$ cat src/rtl/rf_writeback_pkg.sv
// Shared constants for the register-file write-back slice: datapath widths,
// register count and the load-queue entry width ({rd, data}).
package rf_writeback_pkg;

  localparam int CPU_WIDTH      = 32;
  localparam int REG_ADDR_WIDTH = 5;
  localparam int REG_NUM        = 32;
  localparam int LQ_ENTRY_W     = REG_ADDR_WIDTH + CPU_WIDTH;

endpackage

$ cat src/rtl/rf_writeback_if.sv
// Bundle of execute/load/scoreboard/issue/register-file signals around the
// write-back stage; master is the pipeline side, slave is rf_writeback.
interface rf_wb_if
  import rf_writeback_pkg::*;
#(
  parameter int DATA_W = CPU_WIDTH,
  parameter int ADDR_W = REG_ADDR_WIDTH
) ();

  logic              ex_valid;
  logic [ADDR_W-1:0] ex_rd;
  logic [DATA_W-1:0] ex_data;

  logic              ld_valid;
  logic              ld_ready;
  logic [ADDR_W-1:0] ld_rd;
  logic [DATA_W-1:0] ld_data;

  logic              sb_set;
  logic [ADDR_W-1:0] sb_set_addr;

  logic [ADDR_W-1:0] rs1_addr;
  logic [ADDR_W-1:0] rs2_addr;
  logic              rs1_busy;
  logic              rs2_busy;
  logic              rs1_fwd_hit;
  logic              rs2_fwd_hit;
  logic [DATA_W-1:0] rs1_fwd_data;
  logic [DATA_W-1:0] rs2_fwd_data;

  logic              reg_wen;
  logic [ADDR_W-1:0] reg_waddr;
  logic [DATA_W-1:0] reg_wdata;

  modport master (
    output ex_valid, ex_rd, ex_data,
    output ld_valid, ld_rd, ld_data,
    output sb_set, sb_set_addr,
    output rs1_addr, rs2_addr,
    input  ld_ready,
    input  rs1_busy, rs2_busy, rs1_fwd_hit, rs2_fwd_hit, rs1_fwd_data, rs2_fwd_data,
    input  reg_wen, reg_waddr, reg_wdata
  );

  modport slave (
    input  ex_valid, ex_rd, ex_data,
    input  ld_valid, ld_rd, ld_data,
    input  sb_set, sb_set_addr,
    input  rs1_addr, rs2_addr,
    output ld_ready,
    output rs1_busy, rs2_busy, rs1_fwd_hit, rs2_fwd_hit, rs1_fwd_data, rs2_fwd_data,
    output reg_wen, reg_waddr, reg_wdata
  );

endinterface

$ cat src/rtl/rf_writeback_lq.sv
// rf_wb_lq: synchronous FIFO holding load results until the write port is free.
// DEPTH must be a power of two so the pointers wrap naturally.
module rf_wb_lq
  import rf_writeback_pkg::*;
#(
  parameter int WIDTH = LQ_ENTRY_W,
  parameter int DEPTH = 2
) (
  input  logic                   clk,
  input  logic                   rst_n,
  input  logic                   push,
  input  logic [WIDTH-1:0]       push_data,
  input  logic                   pop,
  output logic [WIDTH-1:0]       pop_data,
  output logic [$clog2(DEPTH):0] count,
  output logic                   full,
  output logic                   empty
);

  localparam int PTR_W = $clog2(DEPTH);
  localparam int CNT_W = PTR_W + 1;

  logic [WIDTH-1:0] mem_q [DEPTH];
  logic [PTR_W-1:0] wr_ptr_q, wr_ptr_d;
  logic [PTR_W-1:0] rd_ptr_q, rd_ptr_d;
  logic [CNT_W-1:0] count_q, count_d;

  always_comb begin
    wr_ptr_d = wr_ptr_q;
    rd_ptr_d = rd_ptr_q;
    count_d  = count_q;
    if (push) wr_ptr_d = wr_ptr_q + PTR_W'(1);
    if (pop)  rd_ptr_d = rd_ptr_q + PTR_W'(1);
    case ({push, pop})
      2'b10:   count_d = count_q + CNT_W'(1);
      2'b01:   count_d = count_q - CNT_W'(1);
      default: count_d = count_q;
    endcase
  end

  always_ff @(posedge clk) begin
    if (!rst_n) begin
      wr_ptr_q <= '0;
      rd_ptr_q <= '0;
      count_q  <= '0;
    end else begin
      wr_ptr_q <= wr_ptr_d;
      rd_ptr_q <= rd_ptr_d;
      count_q  <= count_d;
    end
  end

  // Storage is data only; occupancy is tracked by the pointers and count.
  always_ff @(posedge clk) begin
    if (push) mem_q[wr_ptr_q] <= push_data;
  end

  assign pop_data = mem_q[rd_ptr_q];
  assign count    = count_q;
  assign full     = (count_q == CNT_W'(DEPTH));
  assign empty    = (count_q == '0);

endmodule

$ cat src/rtl/rf_writeback.sv
// Write-back stage: arbitrates execute vs. queued load results onto the register
// file port, keeps the load scoreboard. Define RF_WB_FWD_EN to enable forwarding.
module rf_writeback
  import rf_writeback_pkg::*;
#(
  parameter int DATA_W   = CPU_WIDTH,
  parameter int ADDR_W   = REG_ADDR_WIDTH,
  parameter int LQ_DEPTH = 2
) (
  input  logic   clk,
  input  logic   rst_n,
  rf_wb_if.slave wb
);

  localparam int CNT_W = $clog2(LQ_DEPTH) + 1;
  localparam int ENT_W = ADDR_W + DATA_W;

  logic              lq_push, lq_pop, lq_full, lq_empty;
  logic [ENT_W-1:0]  lq_head;
  logic [CNT_W-1:0]  lq_count;
  logic [ADDR_W-1:0] lq_head_rd;
  logic [DATA_W-1:0] lq_head_data;

  logic              reg_wen_q, reg_wen_d;
  logic [ADDR_W-1:0] reg_waddr_q, reg_waddr_d;
  logic [DATA_W-1:0] reg_wdata_q, reg_wdata_d;
  logic [REG_NUM-1:0] sb_q, sb_d;

  assign lq_push      = wb.ld_valid && !lq_full;
  assign lq_pop       = !wb.ex_valid && !lq_empty;
  assign lq_head_rd   = lq_head[DATA_W +: ADDR_W];
  assign lq_head_data = lq_head[DATA_W-1:0];

  rf_wb_lq #(
    .WIDTH (ENT_W),
    .DEPTH (LQ_DEPTH)
  ) u_lq (
    .clk       (clk),
    .rst_n     (rst_n),
    .push      (lq_push),
    .push_data ({wb.ld_rd, wb.ld_data}),
    .pop       (lq_pop),
    .pop_data  (lq_head),
    .count     (lq_count),
    .full      (lq_full),
    .empty     (lq_empty)
  );

  assign wb.ld_ready = (lq_count < CNT_W'(LQ_DEPTH));

  // Execute has strict priority; a load only moves when the port is idle.
  always_comb begin
    reg_wen_d   = 1'b0;
    reg_waddr_d = reg_waddr_q;
    reg_wdata_d = reg_wdata_q;
    if (wb.ex_valid) begin
      reg_wen_d   = (wb.ex_rd != '0);
      reg_waddr_d = wb.ex_rd;
      reg_wdata_d = wb.ex_data;
    end else if (lq_pop) begin
      reg_wen_d   = (lq_head_rd != '0);
      reg_waddr_d = lq_head_rd;
      reg_wdata_d = lq_head_data;
    end
  end

  // Set is applied after clear so a re-dispatch in the retiring cycle survives.
  always_comb begin
    sb_d = sb_q;
    if (lq_pop)    sb_d[lq_head_rd]     = 1'b0;
    if (wb.sb_set) sb_d[wb.sb_set_addr] = 1'b1;
    sb_d[0] = 1'b0;
  end

  always_ff @(posedge clk) begin
    if (!rst_n) begin
      reg_wen_q   <= 1'b0;
      reg_waddr_q <= '0;
      reg_wdata_q <= '0;
      sb_q        <= '0;
    end else begin
      reg_wen_q   <= reg_wen_d;
      reg_waddr_q <= reg_waddr_d;
      reg_wdata_q <= reg_wdata_d;
      sb_q        <= sb_d;
    end
  end

  assign wb.reg_wen   = reg_wen_q;
  assign wb.reg_waddr = reg_waddr_q;
  assign wb.reg_wdata = reg_wdata_q;

  function automatic logic out_match(input logic [ADDR_W-1:0] a);
    return reg_wen_q && (reg_waddr_q == a) && (a != '0);
  endfunction

`ifdef RF_WB_FWD_EN
  assign wb.rs1_busy     = sb_q[wb.rs1_addr];
  assign wb.rs2_busy     = sb_q[wb.rs2_addr];
  assign wb.rs1_fwd_hit  = out_match(wb.rs1_addr);
  assign wb.rs2_fwd_hit  = out_match(wb.rs2_addr);
  assign wb.rs1_fwd_data = reg_wdata_q;
  assign wb.rs2_fwd_data = reg_wdata_q;
`else
  // Without a bypass the issue stage waits one extra cycle for the write to land.
  assign wb.rs1_busy     = sb_q[wb.rs1_addr] | out_match(wb.rs1_addr);
  assign wb.rs2_busy     = sb_q[wb.rs2_addr] | out_match(wb.rs2_addr);
  assign wb.rs1_fwd_hit  = 1'b0;
  assign wb.rs2_fwd_hit  = 1'b0;
  assign wb.rs1_fwd_data = '0;
  assign wb.rs2_fwd_data = '0;
`endif

`ifndef SYNTHESIS
  a_ex_waw: assert property (@(posedge clk) disable iff (!rst_n)
    !(wb.ex_valid && sb_q[wb.ex_rd]))
    else $error("rf_writeback: execute write to register with pending load");

  // Re-dispatch onto the register retiring this very cycle is not a double booking.
  a_sb_double: assert property (@(posedge clk) disable iff (!rst_n)
    !(wb.sb_set && sb_q[wb.sb_set_addr] && !(lq_pop && lq_head_rd == wb.sb_set_addr)))
    else $error("rf_writeback: scoreboard set on busy register");

  a_ld_unbooked: assert property (@(posedge clk) disable iff (!rst_n)
    !(lq_pop && lq_head_rd != '0 && !sb_q[lq_head_rd]))
    else $error("rf_writeback: load result for register not marked busy");
`endif

endmodule

$ cat src/flat_wrapper.sv
// flat-port wrapper written by rule: the top's interface ports become plain ports
module rf_writeback_flat import rf_writeback_pkg::*;
#(
  parameter int DATA_W   = CPU_WIDTH,
  parameter int ADDR_W   = REG_ADDR_WIDTH,
  parameter int LQ_DEPTH = 2
)
  (clk, rst_n, wb_ex_valid, wb_ex_rd, wb_ex_data, wb_ld_valid, wb_ld_rd, wb_ld_data, wb_sb_set, wb_sb_set_addr, wb_rs1_addr, wb_rs2_addr, wb_ld_ready, wb_rs1_busy, wb_rs2_busy, wb_rs1_fwd_hit, wb_rs2_fwd_hit, wb_rs1_fwd_data, wb_rs2_fwd_data, wb_reg_wen, wb_reg_waddr, wb_reg_wdata);
  rf_wb_if #(.DATA_W(DATA_W), .ADDR_W(ADDR_W)) wb_i ();
  input  logic clk;
  input  logic rst_n;
  input wire logic [$bits(wb_i.ex_valid)-1:0] wb_ex_valid;
  input wire logic [$bits(wb_i.ex_rd)-1:0] wb_ex_rd;
  input wire logic [$bits(wb_i.ex_data)-1:0] wb_ex_data;
  input wire logic [$bits(wb_i.ld_valid)-1:0] wb_ld_valid;
  input wire logic [$bits(wb_i.ld_rd)-1:0] wb_ld_rd;
  input wire logic [$bits(wb_i.ld_data)-1:0] wb_ld_data;
  input wire logic [$bits(wb_i.sb_set)-1:0] wb_sb_set;
  input wire logic [$bits(wb_i.sb_set_addr)-1:0] wb_sb_set_addr;
  input wire logic [$bits(wb_i.rs1_addr)-1:0] wb_rs1_addr;
  input wire logic [$bits(wb_i.rs2_addr)-1:0] wb_rs2_addr;
  output wire logic [$bits(wb_i.ld_ready)-1:0] wb_ld_ready;
  output wire logic [$bits(wb_i.rs1_busy)-1:0] wb_rs1_busy;
  output wire logic [$bits(wb_i.rs2_busy)-1:0] wb_rs2_busy;
  output wire logic [$bits(wb_i.rs1_fwd_hit)-1:0] wb_rs1_fwd_hit;
  output wire logic [$bits(wb_i.rs2_fwd_hit)-1:0] wb_rs2_fwd_hit;
  output wire logic [$bits(wb_i.rs1_fwd_data)-1:0] wb_rs1_fwd_data;
  output wire logic [$bits(wb_i.rs2_fwd_data)-1:0] wb_rs2_fwd_data;
  output wire logic [$bits(wb_i.reg_wen)-1:0] wb_reg_wen;
  output wire logic [$bits(wb_i.reg_waddr)-1:0] wb_reg_waddr;
  output wire logic [$bits(wb_i.reg_wdata)-1:0] wb_reg_wdata;
  assign wb_i.ex_valid = wb_ex_valid;
  assign wb_i.ex_rd = wb_ex_rd;
  assign wb_i.ex_data = wb_ex_data;
  assign wb_i.ld_valid = wb_ld_valid;
  assign wb_i.ld_rd = wb_ld_rd;
  assign wb_i.ld_data = wb_ld_data;
  assign wb_i.sb_set = wb_sb_set;
  assign wb_i.sb_set_addr = wb_sb_set_addr;
  assign wb_i.rs1_addr = wb_rs1_addr;
  assign wb_i.rs2_addr = wb_rs2_addr;
  assign wb_ld_ready = wb_i.ld_ready;
  assign wb_rs1_busy = wb_i.rs1_busy;
  assign wb_rs2_busy = wb_i.rs2_busy;
  assign wb_rs1_fwd_hit = wb_i.rs1_fwd_hit;
  assign wb_rs2_fwd_hit = wb_i.rs2_fwd_hit;
  assign wb_rs1_fwd_data = wb_i.rs1_fwd_data;
  assign wb_rs2_fwd_data = wb_i.rs2_fwd_data;
  assign wb_reg_wen = wb_i.reg_wen;
  assign wb_reg_waddr = wb_i.reg_waddr;
  assign wb_reg_wdata = wb_i.reg_wdata;
  rf_writeback #(.DATA_W(DATA_W), .ADDR_W(ADDR_W), .LQ_DEPTH(LQ_DEPTH)) u_core (.clk(clk), .rst_n(rst_n), .wb(wb_i));
endmodule
$ cat config.mk
export PLATFORM = sky130hd
export DESIGN_NAME = rf_writeback_flat
export DESIGN_NICKNAME = d
export VERILOG_FILES = /design/src/rtl/rf_writeback_pkg.sv /design/src/rtl/rf_writeback_if.sv /design/src/rtl/rf_writeback_lq.sv /design/src/rtl/rf_writeback.sv /design/src/flat_wrapper.sv
export SDC_FILE = /design/constraint.sdc
export NUM_CORES = 1
export LEC_CHECK = 0
export BUFFER_PORTS_ARGS = -buffer_cell sky130_fd_sc_hd__buf_2
export CAP_MARGIN = 20
export CORE_UTILIZATION = 57
export DETAILED_ROUTE_END_ITERATION = 16
export PLACE_DENSITY = 0.95
export REMOVE_ABC_BUFFERS = 1
export SYNTH_ARGS = -nofsm -noshare
export SYNTH_HDL_FRONTEND = slang
export SYNTH_SLANG_ARGS = --single-unit
$ cat constraint.sdc
create_clock -name clk -period 5.94 [get_ports clk]
set_input_delay 0.594 -clock clk [delete_from_list [all_inputs] [get_ports clk]]
set_output_delay 0.594 -clock clk [all_outputs]
set_load 0.01 [all_outputs]
Word level (Yosys, flattened, before mapping)
Memory sizes are Yosys's and may differ from the RTL's. A register that Yosys moved wholly into a read port is not among the register bits. Index checks and enable logic that the tools add are counted.

Register bits after elaboration: 74. Memory bits (writable): 74. Bits of input ports: 94. Output and inout port bits: 107. Memories kept: 1.

Memories: u_core.u_lq.mem_q (depth 2, bits a word 37, rd ports 1, clocked after memory_dff 1, wr ports 1, line rf_writeback_lq.sv:23) `logic [WIDTH-1:0] mem_q [DEPTH];`.

Add/sub/neg operators: 4. Magnitude comparators: 7. Equal/unequal tests: 5. Multiplexer cells: 21. Bitwise operators: 5. Reductions and logical operators: 18.

Operators by type and width (number): $mux 32 (4); $and 32x32->32 (1); $not 32->32 (1); $or 32x32->32 (1); $lt 5x6->1 const B (4); $reduce_bool 5->1 (4); $bmux 1 s5 (2); $demux 1 s5 (2); $eq 5x5->1 (2); $ge 5x1->1 const B (2); $mux 1 (10); $mux 5 (2); $logic_and 1x1->1 (8); $eq 2x2->1 const B (2); $pmux 2 s2 (1); $reduce_bool 2->1 (2); $logic_not 1->1 (3); $add 1x1->1 const B (2); $add 2x1->2 const B (1); $eq 2x1->1 const B (1); $logic_not 2->1 (1); $lt 2x2->1 const B (1); $or 1x1->1 (2); $sub 2x1->2 const B (1).

Logic depth before layout (Yosys ltp)
Word-level depth: 9. Mapped depth: 7. Gate-level depth less buffers: 6.

Cells and area by module
A second synthesis with hierarchy kept.

Cells, all modules: 646. Area, all modules: 7259.5 um^2.

Modules (own cells, without submodules): rf_writeback (times used 1, cells an instance 509, area an instance 4376.7 um^2, seq. area each 1381.3 um^2); rf_wb_lq (times used 1, cells an instance 137, area an instance 2882.8 um^2, seq. area each 2322.2 um^2).

Least setup slack after synthesis
OpenSTA, ideal clock, no wires.

Path type: input -> register. Start point: in wb_ld_valid. End point: mem u_core.u_lq.mem_q[0][0] (netlist name), enable pin. Setup time: 0.433 ns. Data arrival time: 2.348 ns. Path slack: 3.159 ns. Stages on the path: 2. Path through: o21ai_0 -> nor2_1.

Longest elaborated chain between the ends: 3.

RTL lines: start, declared (line flat_wrapper.sv:15) `input wire logic [$bits(wb_i.ld_valid)-1:0] wb_ld_valid;`; $logic_and 1x1->1 (line rf_writeback.sv:29) `assign lq_push = wb.ld_valid && !lq_full;`; $mux 1 (line rf_writeback_lq.sv:55) `if (push) mem_q[wr_ptr_q] <= push_data;`; $mux 1 (not written as such) (line rf_writeback_lq.sv:55); end, declared (line rf_writeback_lq.sv:23).

Every way passes these cells.

Worst setup path in the final report
Start point: in wb_rs1_addr[0]. End point: out wb_rs1_busy.

Longest elaborated chain between the ends: 4. Elaborated cells between the ends (all ways): 7.

RTL lines: start, declared (line flat_wrapper.sv:20) `input wire logic [$bits(wb_i.rs1_addr)-1:0] wb_rs1_addr;`; parallel branches: the longest is 3 deep, another holds $bmux 1 s5; $or 1x1->1 (*) (line rf_writeback.sv:106) `assign wb.rs1_busy = sb_q[wb.rs1_addr] | out_match(wb.rs1_addr);`; end, declared (line flat_wrapper.sv:23) `output wire logic [$bits(wb_i.rs1_busy)-1:0] wb_rs1_busy;`.

Mark *: on every way between the ends. The select of a mux whose other input is x is not followed.

==> flow_summary.toml <==
[clocking]
cts_max_level = 4
cts_tree = "built"
hold_buffers = 0
cts_made_buffers = 17
postCtsSetupRepairBufs = 0
clk_latency_ps = 430
clk_pin_slew_ps = 60
cts.path.max_buffers = 2
clock-sinks = 148
post_cts_resized = 0
cts_root_buf = "clkbuf_16"

[detailed_routing]
wirelength_mm = 14.67
drc = 0
vias = 5161
first_iter_violations = 298
post_drt_wl_per_cell_um = 15.37
viasPerCell = 5.410
first_pass_iters = 7
drtAntennaViolNets = 0

[layout]
utilization_pct = 68.14
fin_cells = 954
syn_to_final_growth_pct = 14.81
nNetsFinal = 868
finalInstanceArea_mm2 = 0.008320
antennaDiodeCount = 0
num-fill-cells = 871
drive_gt1_share_pct = 24.55

[power]
p_per_area_mw_per_mm2 = 382.0
ir_worst_vdd_mv = 0.2789
total_power_mw = 3.179
leakage_nw = 3.376

[logic_synthesis]
synth_simple_gate_area_share_pct = 9.910
synthAdderAreaFrac_pct = 0.1727
muxShareOfSynthArea_pct = 11.17
ys_warn_count = 0
ys_ff_latch = 148
synth_top_area_share_pct = 30.66
synthDistinctLibCells = 48
synth_ff_type = "edfxtp_1"
synth.area.top_cells = "edfxtp_1 31%, dfxtp_1 20%, buf_4 7.3%"
synth-xor-area-share_pct = 1.329
syn_area_per_cell_um2 = 11.08
synth_edf_count = 74
synth_area_leader_cell = "edfxtp_1"
yosysSeqAreaShare_pct = 51.10
synth_common_cells = "74 x dfxtp_1, 74 x edfxtp_1, 70 x buf_4"
synth_top_family_by_area = "compound AO/OA/AOI/OAI gates"
syn_area_mm2 = 0.007247
async_flop_share_pct = 0
syn_inst = 654
synth_compound_area_share_pct = 15.90

[timing]
max_clock_freq_ghz = 0.3715
hold_ws_ps = 352.9
worst_pin_slew_ps = 949.9
final_hold_viol_count = 0
setup_viol = 0
skew_ps = 9.746
rsz0062_at_grt = "false"
maxSlewViolCount = 0
setup_slack_ps = 3248
tns_ps = 0
fin_crit_sh_pct = 45.31
period_needed_ps = 2692
slew_headroom_pct = 36.01

[place]
dp_hpwl_mm = 10.17
place.gp.congestion = 0.8760
placed_cells = 919
port-buffer-count = 134
place_ws_ps = 3287
placed_cell_area_mm2 = 0.007682

[global_route]
grt_max_degree = 77
antenna_found_initial = 0
grt_pass1_wl_mm = 22.91
first_global_vias = 4681
overflow = 0
grtUsageTotal_pct = 23.05

[worst_hold_path]
whs_path_depth = 1
hold_class = "in -> reg"
hp-start = "wb_ld_data[9]"
min_to = "u_core.u_lq.mem_q[1][9]$_DFFE_PP_"

[worst_setup_path]
startpoint_type = "primary input"
rrSetupSlack_ps = 3400
critPathKind = "in -> out"
r2r-end = "u_core.wb.reg_wen$_SDFF_PN0_"
crit_fanout = 8
endpoint_kind = "output port"
crit_required_ps = 5350
worstPathArrival_ps = 2100
reg2regPathDepth = 5

[floorplan]
die_w_um = 114.8
rows = 40
die_h_um = 114.8
core-area_mm2 = 0.01221
io_pins = 201
dieArea_mm2 = 0.01317
initial_core_util_pct = 59.34

[run]
drv_cap = 0

[run_status]
status = "completed"
-- cells by family (layout without fill, tap and decap cells) --
logic type,Yosys count,after routing
muxes,64,64
adders and majority gates,1,1
DFF,148,148
buffers and inverters,111,178
xor gates and xnor gates,11,11
AOI/OAI and AO/OA,158,158
other,1,66
and+or+nand+nor,160,160
-- worst max-delay path: stages --
cell	delay, ps
buf_2	200
mux4_1	590
mux2_2	280
a32oi_1	150
nand4_1	120
buf_2	160
-- power breakdown --
group          switching, mW  internal, mW
combinational          0.491         0.356
clock                  0.425         0.585
sequential            0.0963          1.22
total                   1.01          2.17
-- cell type report --
| class | count | area, µm² | share of cell area (%) |
|---|---|---|---|
| Clock inverter | 12 | 92.59 | 1.113 |
| Sequential cell | 148 | 3705 | 44.53 |
| Inverter | 6 | 22.52 | 0.2707 |
| Tap cell | 168 | 210.2 | 2.526 |
| Clock buffer | 20 | 478.0 | 5.744 |
| Multi-Input combinational cell | 460 | 3052 | 36.68 |
| Timing Repair Buffer | 140 | 760.7 | 9.143 |
-- placed cells by master (no fill, tap or decap), types with 6 or more instances in the layout --
master,netlist,final
clkbuf_16,0,18
nor3_1,9,9
inv_1,6,6
mux2_2,9,9
conb_1,1,66
nor2_1,44,42
mux2i_1,45,45
nand2_1,67,67
a211o_1,33,33
mux4_1,8,8
buf_2,11,134
a21boi_1,10,10
xor2_1,7,7
dfxtp_1,74,73
edfxtp_1,74,74
nand3_1,12,12
o21ai_0,34,34
o2111ai_1,6,6
a21boi_0,56,56
-- registers in the layout, summed over array words and instances, names as in the netlist, named ones only --
register,flops
u_core.u_lq.mem_q,74
u_core.wb.reg_wdata,32
u_core.sb_q,31
u_core.wb.reg_waddr,5
u_core.u_lq.count,2
u_core.u_lq.rd_ptr_q,1
u_core.u_lq.wr_ptr_q,1
u_core.wb.reg_wen,1
-- how the worst max path moves through the flow --
| stage | start | to | slack [ps] | cells past startpoint |
|---|---|---|---|---|
| 2_1_floorplan | wb_ld_valid | u_core.u_lq.mem_q[0][0]$_DFFE_PP_ | 3160 | 2 |
| 3_3_place_gp | wb_rs1_addr[0] | wb_rs1_busy | 3310 | 6 |
| 3_5_place_dp | wb_rs1_addr[0] | wb_rs1_busy | 3290 | 6 |
| 4_1_cts | wb_rs1_addr[0] | wb_rs1_busy | 3260 | 6 |
| 5_1_grt | wb_rs1_addr[0] | wb_rs1_busy | 3210 | 6 |
| 6_report | wb_rs1_addr[0] | wb_rs1_busy | 3250 | 6 |
-- routing by layer --
layer | share of wire, % | track usage (%) | wire length, µm
met5 | 0 | 0 | 0
met1 | 41 | 27.46 | 6080
met2 | 49 | 39.03 | 7161
met4 | 1.4 | 9.091 | 201
met3 | 8.3 | 7.327 | 1223
(Power assumes the default switching activity.)
